$ cat src/rtl/alu_share_ctrl.sv
// Shares one ALU between two requesters; round-robin grant, operands held for execute time.
// Latency: accept -> rsp_valid_o is 2 cycles (non-MUL), 1+MUL_CYCLES cycles (MUL).
// Backpressure: rsp_ready_i low holds RESP with stable outputs; no grant until IDLE again.

module alu_share_alu (
  input  logic [31:0] src1,
  input  logic [31:0] src2,
  input  logic [3:0]  ctrl,
  output logic [31:0] result,
  output logic        zero
);

  // Combinational ALU; unlisted control codes yield zero
  always_comb begin
    result = '0;
    case (ctrl)
      4'b0000: result = src1 & src2;
      4'b0001: result = src1 | src2;
      4'b0010: result = src1 + src2;
      4'b0110: result = src1 - src2;
      4'b0111: result = {31'd0, (src1 < src2)};
      4'b1100: result = ~(src1 | src2);
      4'b1111: result = src1 * src2;
      default: result = '0;
    endcase
  end

  assign zero = (result == 32'd0);

endmodule

module alu_share_ctrl #(
  parameter int MUL_CYCLES = 4
) (
  input  logic        clk_i,
  input  logic        rst_i,
  input  logic        req0_valid_i,
  output logic        req0_ready_o,
  input  logic [31:0] req0_src1_i,
  input  logic [31:0] req0_src2_i,
  input  logic [3:0]  req0_ctrl_i,
  input  logic        req1_valid_i,
  output logic        req1_ready_o,
  input  logic [31:0] req1_src1_i,
  input  logic [31:0] req1_src2_i,
  input  logic [3:0]  req1_ctrl_i,
  output logic        rsp_valid_o,
  input  logic        rsp_ready_i,
  output logic        rsp_id_o,
  output logic [31:0] rsp_data_o,
  output logic        rsp_zero_o,
  output logic        busy_o
);

  typedef enum logic [1:0] {
    ST_IDLE = 2'd0,
    ST_EXEC = 2'd1,
    ST_RESP = 2'd2
  } state_t;

  localparam logic [3:0] CTRL_MUL = 4'b1111;
  // Counter preload so that EXEC lasts exactly MUL_CYCLES cycles for MUL
  localparam logic [3:0] MUL_LOAD = 4'(MUL_CYCLES - 1);

  state_t      state;
  logic        last_grant;
  logic [3:0]  cnt;
  logic [31:0] op_src1;
  logic [31:0] op_src2;
  logic [3:0]  op_ctrl;
  logic        op_id;

  logic        grant_vld;
  logic        grant_id;
  logic [31:0] sel_src1;
  logic [31:0] sel_src2;
  logic [3:0]  sel_ctrl;
  logic [31:0] alu_result;
  logic        alu_zero;

  // Grant decision: single requester wins outright, a tie goes to the one not granted last
  always_comb begin
    grant_id  = (req0_valid_i && req1_valid_i) ? ~last_grant : req1_valid_i;
    grant_vld = (state == ST_IDLE) && (req0_valid_i || req1_valid_i) && !rst_i;
    sel_src1  = grant_id ? req1_src1_i : req0_src1_i;
    sel_src2  = grant_id ? req1_src2_i : req0_src2_i;
    sel_ctrl  = grant_id ? req1_ctrl_i : req0_ctrl_i;
  end

  assign req0_ready_o = grant_vld && !grant_id;
  assign req1_ready_o = grant_vld && grant_id;

  // The ALU only ever sees the latched operands, so requester changes after accept are ignored
  alu_share_alu u_alu (
    .src1   (op_src1),
    .src2   (op_src2),
    .ctrl   (op_ctrl),
    .result (alu_result),
    .zero   (alu_zero)
  );

  // Sequencer FSM with registered response and busy outputs
  always_ff @(posedge clk_i) begin
    if (rst_i) begin
      state       <= ST_IDLE;
      last_grant  <= 1'b1;
      cnt         <= 4'd0;
      op_src1     <= '0;
      op_src2     <= '0;
      op_ctrl     <= '0;
      op_id       <= 1'b0;
      rsp_valid_o <= 1'b0;
      rsp_id_o    <= 1'b0;
      rsp_data_o  <= '0;
      rsp_zero_o  <= 1'b0;
      busy_o      <= 1'b0;
    end else begin
      case (state)
        ST_IDLE: begin
          if (grant_vld) begin
            op_src1 <= sel_src1;
            op_src2 <= sel_src2;
            op_ctrl <= sel_ctrl;
            op_id   <= grant_id;
            cnt     <= (sel_ctrl == CTRL_MUL) ? MUL_LOAD : 4'd0;
            busy_o  <= 1'b1;
            state   <= ST_EXEC;
          end
        end
        ST_EXEC: begin
          if (cnt != 4'd0) begin
            cnt <= cnt - 4'd1;
          end else begin
            rsp_data_o  <= alu_result;
            rsp_zero_o  <= alu_zero;
            rsp_id_o    <= op_id;
            rsp_valid_o <= 1'b1;
            last_grant  <= op_id;
            state       <= ST_RESP;
          end
        end
        ST_RESP: begin
          if (rsp_ready_i) begin
            rsp_valid_o <= 1'b0;
            busy_o      <= 1'b0;
            state       <= ST_IDLE;
          end
        end
        default: begin
          rsp_valid_o <= 1'b0;
          busy_o      <= 1'b0;
          state       <= ST_IDLE;
        end
      endcase
    end
  end

endmodule

$ cat config.mk
export PLATFORM = sky130hd
export DESIGN_NAME = alu_share_ctrl
export DESIGN_NICKNAME = d
export VERILOG_FILES = /design/src/rtl/alu_share_ctrl.sv
export SDC_FILE = /design/constraint.sdc
export NUM_CORES = 2
export LEC_CHECK = 0
export CELL_PAD_IN_SITES_DETAIL_PLACEMENT = 1
export CELL_PAD_IN_SITES_GLOBAL_PLACEMENT = 1
export CORE_ASPECT_RATIO = 0.6
export CORE_MARGIN = 2
export CORE_UTILIZATION = 46
export DETAILED_ROUTE_END_ITERATION = 10
export DONT_BUFFER_PORTS = 1
export PLACE_DENSITY_LB_ADDON = 0.3
export SLEW_MARGIN = 20
export SYNTH_ARGS = -nofsm -noshare
export SYNTH_HDL_FRONTEND = slang
export SYNTH_SLANG_ARGS = --single-unit
export TNS_END_PERCENT = 5
$ cat constraint.sdc
create_clock -name clk_i -period 7.8 [get_ports clk_i]
set_input_delay 1.56 -clock clk_i [delete_from_list [all_inputs] [get_ports clk_i]]
set_output_delay 1.56 -clock clk_i [all_outputs]
set_load 0.02 [all_outputs]
==> flow_metrics.tcl <==
set metrics [dict create \
    fin_crit_sh_pct 102 \
    drive_gt1_share_pct 16.1 \
    finalHoldWorstSlack_ns 0.464 \
    drv_slew 0 \
    place.port_buffers 0 \
    synth_nets 3864 \
    routabilityCongestion 1.04 \
    peakVddDrop_mv 0.465 \
    die_area_um2 56700 \
    dpl_cell_area_um2 28000 \
    dp_hpwl_um 102000 \
    yosys-mux-area-fraction_pct 3.35 \
    core_um2 54100 \
    leakage_nw 13.3 \
    finalClockSkew_ns 0.0256 \
    wl_per_cell_um 30.9 \
    start_util_pct 46.5 \
    ys_top_cells_by_area "fa_1 33%, ha_1 11%, dfxtp_1 8.9%" \
    synth_fa_ha_area_share_pct 43.6 \
    cts_root_buf "clkbuf_16" \
    setup_violations 2 \
    pwr_density_cell_nw_per_um2 394 \
    gr-usage-met2_pct 64.9 \
    synth_area_um2 25200 \
    grt.met1_usage_pct 59.8 \
    fin_crit_ns 7.97 \
    grt_pass1_wl_um 178000 \
    overflow 0 \
    max_cap_violations 0 \
    synth_simple_gate_area_share_pct 16.4 \
    synth-compound-area-share_pct 14.4 \
    holdCritPathClass "register to register" \
    worstPathRequired_ns 8.16 \
    synth_warnings 0 \
    yosys.cell_types.count 81 \
    cts_tree "built" \
    setup_slack_ns -0.166 \
    core.rowCount 66 \
    synthArstFlopShare_pct 0 \
    slowest_stage "fa_1" \
    drt_iter0_markers 2761 \
    critPathLaunchType "register" \
    synth-main-ff-cell "dfxtp_1" \
    insertion_delay_ns 0.42 \
    crit_top_cell "fa_1" \
    netlist.area_leader.share_pct 32.6 \
    seq_area_frac_synth_pct 8.91 \
    clock.fmax_mhz 126 \
    vias 24900 \
    grt_usage_pct 43.4 \
    failed_checks "setup timing" \
    netlist.top_cell.by_area "fa_1" \
    tightest_slew_ns 1.13 \
    postSynthAreaPerCell_um2 8.14 \
    viasPerCell 6.23 \
    cts_buffer_depth 2 \
    final_util_pct 54.2 \
    cts_buffers 9 \
    crit_type "register to register" \
    hold_violations 0 \
    met3_usage_pct 11.8 \
    synth-xor-area-share_pct 3.27 \
    chipHeight_um 185 \
    rsz0062_at_grt "true" \
    clk_pin_slew_ns 0.11 \
    first_pass_iters 5 \
    synth-edff-count 0 \
    totalWireLength_um 123000 \
    dieWidth_um 306 \
    max_stage_delay_ns 0.57 \
    ys_ff_latch 112 \
    ctsHtreeMaxLevel 3 \
    synth_top_family_by_area "adder cells" \
    grt_pass1_vias 25800 \
    busiest_layer "met2" \
    antenna_found_initial 3 \
    route.detailed.drc 0 \
    status "complete, but fails checks" \
    finalNetCount 4039 \
    synthCells 3092 \
    area_growth_pct 16.4 \
    grt_max_degree 118 \
    cts_sinks 112 \
    path_max_fanout 8 \
    drtAntennaViolNets 0 \
    slew_headroom_pct 22.5 \
    final_area_um2 29300 \
    cp-end-kind "register" \
    worst_ep_arrival_time_ns 8.33 \
    ios 179 \
]
## final timing paths
kind | to | cells past startpoint | from | slack [ns]
max | rsp_zero_o | 30 | op_src1[0] | -0.17
min | op_id | 2 | op_id | 0.46
max reg2reg | rsp_zero_o | 30 | op_src1[0] | -0.17
min reg2reg | op_id | 2 | op_id | 0.46
## registers in the layout, summed over array words and instances (netlist names)
register     count
busy_o           1
cnt              4
last_grant       1
op_ctrl          4
op_id            1
op_src1         32
op_src2         32
rsp_data_o      32
rsp_id_o         1
rsp_valid_o      1
rsp_zero_o       1
state            2
## kinds of logic (layout without fill, tap and decap cells)
group | count (synthesis) | after routing
adders and majority gates | 631 | 631
muxes | 84 | 84
other | 0 | 3
AOI/OAI and AO/OA | 519 | 519
DFF | 112 | 112
buffers and inverters | 671 | 851
and+or+nand+nor | 981 | 981
xor gates and xnor gates | 94 | 94
## worst max-delay path, delay by kind of cell (launching register included)
family,cells,cell delay [ns]
compound gates,6,1.28
xor+xnor,1,0.20
fa+ha+maj,9,3.30
buf+inv,8,1.07
flops,1,0.42
simple gates,6,1.60
## per-layer routing
| layer | wire length [µm] | part of all wire, % |
|---|---|---|
| met1 | 51200 | 42 |
| met2 | 52100 | 42 |
| met3 | 14500 | 12 |
| met4 | 5450 | 4.4 |
| met5 | 12 | 0.0097 |
## Yosys cell counts (20+ instances only)
cell type,n
clkbuf_1,160
inv_1,465
ha_1,221
a211oi_1,94
nor3_1,51
o22ai_1,30
mux2i_1,82
xnor2_1,72
fa_1,410
buf_1,23
a21oi_1,94
xor2_1,22
dfxtp_1,112
nor2_1,496
a22oi_1,33
nand3_1,21
o21ai_0,62
nand2_1,293
nor4_1,20
a21o_1,24
## per-stage QoR
step	setup TNS (ns)	instances	total power, mW	setup WS, ns
after CTS	-0.0818	3964	10.9	-0.0818
final	-0.211	3989	11.5	-0.166
after floorplan	0	3092	5.89	0.0787
after detailed placement	-0.753	3939	9.83	-0.540
after global routing	-0.774	3986	12.1	-0.400
after global placement	-0.315	3939	9.54	-0.264
## cell usage in the layout (no fill, tap or decap), types with 13 or more instances in the layout
master,count
a211oi_1,93
a21o_1,24
a21oi_1,88
a22oi_1,33
a31oi_1,15
and3_1,15
buf_12,13
buf_4,310
buf_6,23
dfxtp_1,90
dfxtp_2,17
fa_1,396
fa_2,14
ha_1,195
ha_4,24
inv_1,445
inv_2,21
mux2i_1,82
nand2_1,292
nand2b_1,18
nand3_1,21
nor2_1,476
nor2_2,18
nor2b_1,13
nor3_1,50
nor4_1,17
o211ai_1,13
o21ai_0,53
o22ai_1,29
xnor2_1,71
xor2_1,20
## power breakdown
part           switching [mW]  internal, mW
registers               0.122         0.643
logic                    5.82          4.38
clock network           0.329         0.243
total                    6.27          5.27
## repair_timing
| item | in CTS | in global routing |
|---|---|---|
| buffers inserted | 9 | 19 |
| endpoints found under the setup margin | 3 | 4 |
| pin swaps | 30 | 56 |
| hold buffers | 0 | 0 |
| resized for setup | 87 | 100 |
| cloned | 0 | 2 |
## layout make-up
cell class	count	area, µm²
clock inverters	7	108
multi-input cells	2309	21000
clock buffers	9	225
diodes	3	7.51
flip-flops and latches	112	2280
well taps	714	893
repair buffers	352	2970
inverters	483	1840
fillers	6450	24800
Note: power is estimated with default switching activity, not from simulation.
